### config.mk
export PLATFORM = sky130hd
export DESIGN_NAME = comb_circ_sched
export DESIGN_NICKNAME = d
export VERILOG_FILES = /design/src/rtl/comb_circ_sched.sv
export SDC_FILE = /design/constraint.sdc
export NUM_CORES = 1
export LEC_CHECK = 0
export ABC_AREA = 1
export BUFFER_PORTS_ARGS = -buffer_cell sky130_fd_sc_hd__buf_2
export CELL_PAD_IN_SITES_DETAIL_PLACEMENT = 1
export CELL_PAD_IN_SITES_GLOBAL_PLACEMENT = 2
export CORE_UTILIZATION = 28
export DETAILED_ROUTE_END_ITERATION = 10
export PLACE_DENSITY = 0.85
export REMOVE_ABC_BUFFERS = 1
export SLEW_MARGIN = 40
export SYNTH_ARGS = -nofsm -noshare
export SYNTH_HDL_FRONTEND = slang
export SYNTH_SLANG_ARGS = --single-unit
export TNS_END_PERCENT = 5
### constraint.sdc
create_clock -name clk -period 1.9 [get_ports clk]
set_clock_uncertainty 0.05 [all_clocks]
set_input_delay 0.095 -clock clk [delete_from_list [all_inputs] [get_ports clk]]
set_output_delay 0.095 -clock clk [all_outputs]
set_load 0.01 [all_outputs]
### src/rtl/comb_circ_sched.sv
// Round-robin scheduler sharing one external combinational evaluator among NREQ requesters.
// Optional self-check of the evaluator result is enabled by defining COMB_CIRC_SCHED_CHECK_EN.
module comb_circ_sched #(
  parameter int NREQ   = 4,
  parameter int SETTLE = 2
) (
  input  logic              clk,
  input  logic              rst_n,
  input  logic [NREQ-1:0]   req,
  input  logic [3*NREQ-1:0] ops,
  output logic [NREQ-1:0]   gnt,
  output logic [NREQ-1:0]   done,
  output logic              result,
  output logic              busy,
  output logic              ea,
  output logic              eb,
  output logic              ec,
  input  logic              ex,
  output logic              err
);

  localparam int SETTLE_EFF = (SETTLE < 1) ? 1 : SETTLE;
  localparam int CW         = $clog2(SETTLE_EFF + 1);
  localparam int LW         = (NREQ > 1) ? $clog2(NREQ) : 1;

  typedef enum logic [1:0] {IDLE, WAIT, RESP} state_t;

  state_t          state_reg;
  logic [LW-1:0]   last_reg;
  logic [CW-1:0]   cnt_reg;
  logic [NREQ-1:0] gnt_reg;
  logic [NREQ-1:0] done_reg;
  logic            result_reg;
  logic            busy_reg;
  logic            ea_reg;
  logic            eb_reg;
  logic            ec_reg;
  logic            err_reg;

  logic [2:0]      ops_arr [NREQ];
  logic            win_valid;
  logic [LW-1:0]   win_idx;
  logic [LW-1:0]   cand;

  generate
    for (genvar gi = 0; gi < NREQ; gi++) begin : g_ops
      assign ops_arr[gi] = ops[3*gi +: 3];
    end
  endgenerate

  // Scan downward so the requester closest after last_reg is written last and wins.
  always_comb begin
    win_valid = 1'b0;
    win_idx   = '0;
    cand      = '0;
    for (int k = NREQ; k >= 1; k--) begin
      cand = LW'((int'(last_reg) + k) % NREQ);
      if (req[cand]) begin
        win_valid = 1'b1;
        win_idx   = cand;
      end
    end
  end

`ifdef COMB_CIRC_SCHED_CHECK_EN
  logic exp_x;
  assign exp_x = (ea_reg & eb_reg) | (~eb_reg & ec_reg);
`endif

  always_ff @(posedge clk or negedge rst_n) begin
    if (!rst_n) begin
      state_reg  <= IDLE;
      last_reg   <= LW'(NREQ - 1);
      cnt_reg    <= '0;
      gnt_reg    <= '0;
      done_reg   <= '0;
      result_reg <= 1'b0;
      busy_reg   <= 1'b0;
      ea_reg     <= 1'b0;
      eb_reg     <= 1'b0;
      ec_reg     <= 1'b0;
      err_reg    <= 1'b0;
    end else begin
      case (state_reg)
        IDLE: begin
          if (win_valid) begin
            gnt_reg                  <= {{(NREQ-1){1'b0}}, 1'b1} << win_idx;
            {ea_reg, eb_reg, ec_reg} <= ops_arr[win_idx];
            last_reg                 <= win_idx;
            cnt_reg                  <= CW'(SETTLE_EFF - 1);
            busy_reg                 <= 1'b1;
            state_reg                <= WAIT;
          end
        end
        WAIT: begin
          if (cnt_reg != '0) begin
            cnt_reg <= cnt_reg - CW'(1);
          end else begin
            result_reg <= ex;
            done_reg   <= gnt_reg;
            gnt_reg    <= '0;
            state_reg  <= RESP;
`ifdef COMB_CIRC_SCHED_CHECK_EN
            if (ex != exp_x) err_reg <= 1'b1;
`endif
          end
        end
        RESP: begin
          done_reg  <= '0;
          busy_reg  <= 1'b0;
          state_reg <= IDLE;
        end
        default: state_reg <= IDLE;
      endcase
    end
  end

  assign gnt    = gnt_reg;
  assign done   = done_reg;
  assign result = result_reg;
  assign busy   = busy_reg;
  assign ea     = ea_reg;
  assign eb     = eb_reg;
  assign ec     = ec_reg;
`ifdef COMB_CIRC_SCHED_CHECK_EN
  assign err    = err_reg;
`else
  assign err    = 1'b0;
`endif

endmodule
* After elaboration in Yosys (flattened, before gate mapping) *
Index checks and enable logic that the tools add are counted.

cells by class
  reductions and logical operators = 12
  equal/unequal tests = 5
  bitwise logic cells = 2
  shift-type cells = 1
  add/sub/neg operators = 5
  multiplexer cells = 31
  magnitude comparators = 5

operators with widths
  kind                 count
  $pmux 4 s2           2
  $mux 2               7
  $lt 2x3->1 const B   4
  $mux 4               3
  $reduce_and 2->1     5
  $mux 1               9
  $bmux 1 s2           4
  $pmux 2 s2           2
  $reduce_bool 2->1    4
  $bmux 3 s2           1
  $mux 3               2
  $ne 2x2->1 const B   3
  $reduce_and 3->1     2
  $add 2x1->2 const B  2
  $add 2x2->2 const B  2
  $shl 1x2->4 const A  1
  $ge 3x3->1 const B   1
  $not 2->3            1
  $eq 2x1->1 const B   1
  $eq 2x2->1 const B   1
  $logic_not 2->1      1
  $pmux 1 s2           1
  $sub 2x1->2 const B  1
  $not 1->1            1

word-level totals
  word-level logic and storage cells = 71
  register bits after elaboration = 19
  output and inout port bits = 14
  bits of input ports = 19

* Depth between registers and ports, before layout *
  depth in word-level cells = 11
  mapped depth = 16
  depth with buffers taken out = 15

* Worst setup path after synthesis *
No wires, ideal clock.

  kind = register to register
  start point = register last_reg[0]
  end point = register ea_reg, in the netlist ea
  arrival time = 1.568 ns
  path buffers = 1
  cell stages (with the launch flop) = 14
  slack = 0.157 ns
  clock period less this slack = 1.743 ns
  data required time = 1.725 ns
  setup time = 0.125 ns
  cell sequence = dfstp_2 > buf_6 > inv_6 > nand2_2 > nand2_2 > nand2_4 > nand2_2 > nand2_4 > nand2_4 > nand2_8 > nand2_8 > or2_1 > nand3_1 > nand3_1

on the way
  longest elaborated chain between the ends = 11
  elaborated cells between the ends (all ways) = 25
  those cells by class = add/sub: 4; mux: 19; bitwise: 1; reduce/logical: 1

ends and longest elaborated chain
  item                                       line  source
  start, declared                            29    logic [LW-1:0] last_reg;
  start signal, assigned                     73    last_reg <= LW'(NREQ - 1);
  start signal, assigned                     89    last_reg <= win_idx;
  $add 2x1->2                                57    cand = LW'((int'(last_reg) + k) % NREQ);
  $bmux 1 s2                                 58    if (req[cand]) begin
  $mux 1 (implied by the code)               58
  $mux 2 (4 in a row)                        58
  $not 2->3 (implied by the code)            88    {ea_reg, eb_reg, ec_reg} <= ops_arr[win_idx];
  $bmux 3 s2                                 88
  $mux 3 (implied by the code) (2 in a row)  88
  end signal, assigned                       88
  end, declared                              35    logic ea_reg;

Parallel ways exist; a longest one is shown, timed or not. The select of a mux whose other input is x is not followed.
A chain may end at the register's enable or synchronous reset.

* Worst setup path in the final report *
  start point = register last_reg[0]
  end point = register eb_reg, in the netlist eb

on the way
  longest elaborated chain between the ends = 11
  elaborated cells between the ends (all ways) = 25
  those cells by class = add/sub: 4; mux: 19; bitwise: 1; reduce/logical: 1

ends and longest elaborated chain
  item                                       line  source
  $add 2x1->2                                57
  $bmux 1 s2                                 58
  $mux 1 (implied by the code)               58
  $mux 2 (4 in a row)                        58
  $not 2->3 (implied by the code)            88
  $bmux 3 s2                                 88
  $mux 3 (implied by the code) (2 in a row)  88
  end signal, assigned                       88
  end, declared                              36    logic eb_reg;

Parallel ways exist; a longest one is shown, timed or not. The select of a mux whose other input is x is not followed.

==> results.yml <==
run_status:
  status: "complete, but fails checks"
  violations: "negative setup slack"
place:
  dpl.hpwl_um: 2390
  place_congestion: 0.736
  placed_cells: 234
  port_buffers: 31
  dpl_worst_slack_ns: 0.0264
  place_area_um2: 1420
grt:
  grt_max_degree: 20
  grt_pass1_vias: 1154
  grt_pass1_wl_um: 5180
  track_usage: 0.150
  antenna_found_initial: 0
  overflow: 0
drt:
  vias: 1137
  wirelength_um: 3290
  first_pass_iters: 4
  drtAntennaViolNets: 0
  post-route-drc-count: 0
  viasPerCell: 4.60
  avgRoutedWirePerCell_um: 13.3
  drt_iter0_drc: 34
worst_setup_path:
  critical_path_arrival_ns: 2.01
  critPathCapture: "eb"
  r2r-start: "last_reg[0]"
  critPathRequiredTime_ns: 2.00
  cp-startpoint: "last_reg[0]"
  r2r_end: "eb"
  cp_max_fo: 6
  endpoint_kind: "flop"
  worstSetupStartpointType: "flop"
  r2r_setup_slack_ns: -0.009
  r2r_cells: 13
  path_class: "reg2reg"
yosys:
  ys_types: 28
  synth_warnings: 0
  synth_edf_count: 0
  ys_seq_elements: 19
  yosys_most_used_dff: "dfrtp_1"
  synthCells: 153
  synthesis.area_um2: 1210
  synthArstFlopShare: 1.00
  yosysSeqAreaShare: 0.396
  postSynthAreaPerCell_um2: 7.88
clock_network:
  cts_sinks: 19
  clock_path_buffers: 2
  cts.htree.levels: 1
  clockRootBuffer: "clkbuf_8"
  cts_buffers: 3
  clock_latency_ns: 0.26
  cts_tree: "done"
  clkTransAtPathRegs_ns: 0.07
power_and_ir_drop:
  pwr_density_cell_nw_per_um2: 2150
  finalPower_mw: 3.64
  p_leak_nw: 0.912
  max-vdd-ir-drop_uv: 727
die:
  ios: 33
  rows: 23
  die_y_um: 67.6
  die_area_um2: 4570
  die_w_um: 67.6
  core_um2: 4060
  start_util: 0.297
finish:
  antennaDiodeCount: 0
  final_cell_mix: "buf_2 (31), nand2_1 (28), inv_1 (24)"
  final_nets: 218
  stdcell_count: 247
  synthToLayoutAreaGrowth_pct: 40.4
  final_area_um2: 1690
  nFillCells: 494
  finish.utilization: 0.417
  layout.cells.most_common: "buf_2"
  drive_above_1_share: 0.487
sta:
  tightestPinTransition_ns: 0.563
  drv_slew: 0
  fin_crit_ns: 1.91
  rsz0062_at_grt: "true"
  hold_violations: 0
  fin_crit_sh: 1.00
  relSlewSlack: 0.620
  fmax_mhz: 524
  timing.final.ws_setup_ns: -0.00944
  setup_viol: 1
worst_hold_path:
  min_path_type: "in2reg"
run:
  drv_cap: 0
==> Yosys cell counts (2+ instances only) <==
library cell / instances / share of area
inv_2: 4 / 0.012
inv_1: 24 / 0.075
a21oi_1: 3 / 0.012
o21ai_2: 2 / 0.015
nand3_1: 14 / 0.058
nand2_4: 3 / 0.028
nand3_4: 2 / 0.029
dfrtp_1: 17 / 0.35
nand2_2: 13 / 0.067
dfstp_2: 2 / 0.044
nand2_1: 40 / 0.12
o22ai_1: 5 / 0.026
o21ai_1: 6 / 0.025
nor2_1: 3 / 0.0093
nand2_8: 2 / 0.033
==> cells by family (layout without fill, tap and decap cells) <==
kind of cell             Yosys count  in the layout  synth area share
AO/OA/AOI/OAI                     18             18            0.0882
adder cells (fa/ha/maj)            1              1            0.0104
flip-flops                        19             19             0.396
AND/OR/NAND/NOR                   82             83             0.387
buffers and inverters             32             75             0.115
other                              1              1           0.00311
==> stage by stage <==
step	setup TNS [ns]	hold WS, ns
global route	-0.411	0.147
finish	-0.00944	0.108
CTS	0	0.118
global placement	0	-0.0000864
floorplan	0	-0.251
detailed placement	0	0.00765
==> worst min path at each step <==
stage	startpoint	end	slack [ns]	cells after the start
2_1_floorplan	rst_n	busy	-0.25	0
3_3_place_gp	rst_n	done[3]	-0.00009	1
3_5_place_dp	rst_n	done[3]	0.008	1
4_1_cts	ops[2]	ea	0.12	4
5_1_grt	ops[2]	ea	0.15	4
6_report	ops[2]	ea	0.11	4
==> report_power, final <==
part / total (mW) / internal (mW) / switching, mW / leakage [nW]
registers: 0.720 / 0.608 / 0.112 / 0.236
logic: 2.64 / 0.992 / 1.64 / 0.651
clock network: 0.289 / 0.146 / 0.142 / 0.0255
==> final cells by class <==
cell class                      count  area [um^2]  share of cell area
Inverter                           30          125              0.0739
Clock inverter                      1         5.00             0.00296
Tap cell                           50         62.6              0.0370
Sequential cell                    19          478               0.282
Clock buffer                        3         41.3              0.0244
Timing Repair Buffer               41          251               0.149
Multi-Input combinational cell    103          729               0.431
==> critical path, cell delays in order, from the launching register on <==
cell and delay, ns:
dfstp_2 0.58, buf_12 0.12, inv_6 0.05, nand2_4 0.07
nand2_2 0.05, and2_4 0.16, nor2_4 0.12, nand3_4 0.15
nand2_8 0.14, nand2_1 0.08, nand3_2 0.08, nand2_2 0.05
nand2_1 0.05, nand2_1 0.05
==> per-layer routing <==
layer  global-route usage  vias to the layer above  wire length [um]
met4               0.0479                        0                23
met2                0.265                       21              1730
met1                0.186                      551              1450
met3               0.0186                        2                83
met5                    0                        -                 0
li1                     -                      563                 -
==> repair_timing <==
item	4_1_cts	5_1_grt
cloned	0	1
setup buffers	2	4
gates resized for setup	1	35
setup endpoints to repair	1	9
hold endpoints to repair	18	0
pin swaps	0	16
hold buffers	2	0
Note: power is estimated with default switching activity, not from simulation.
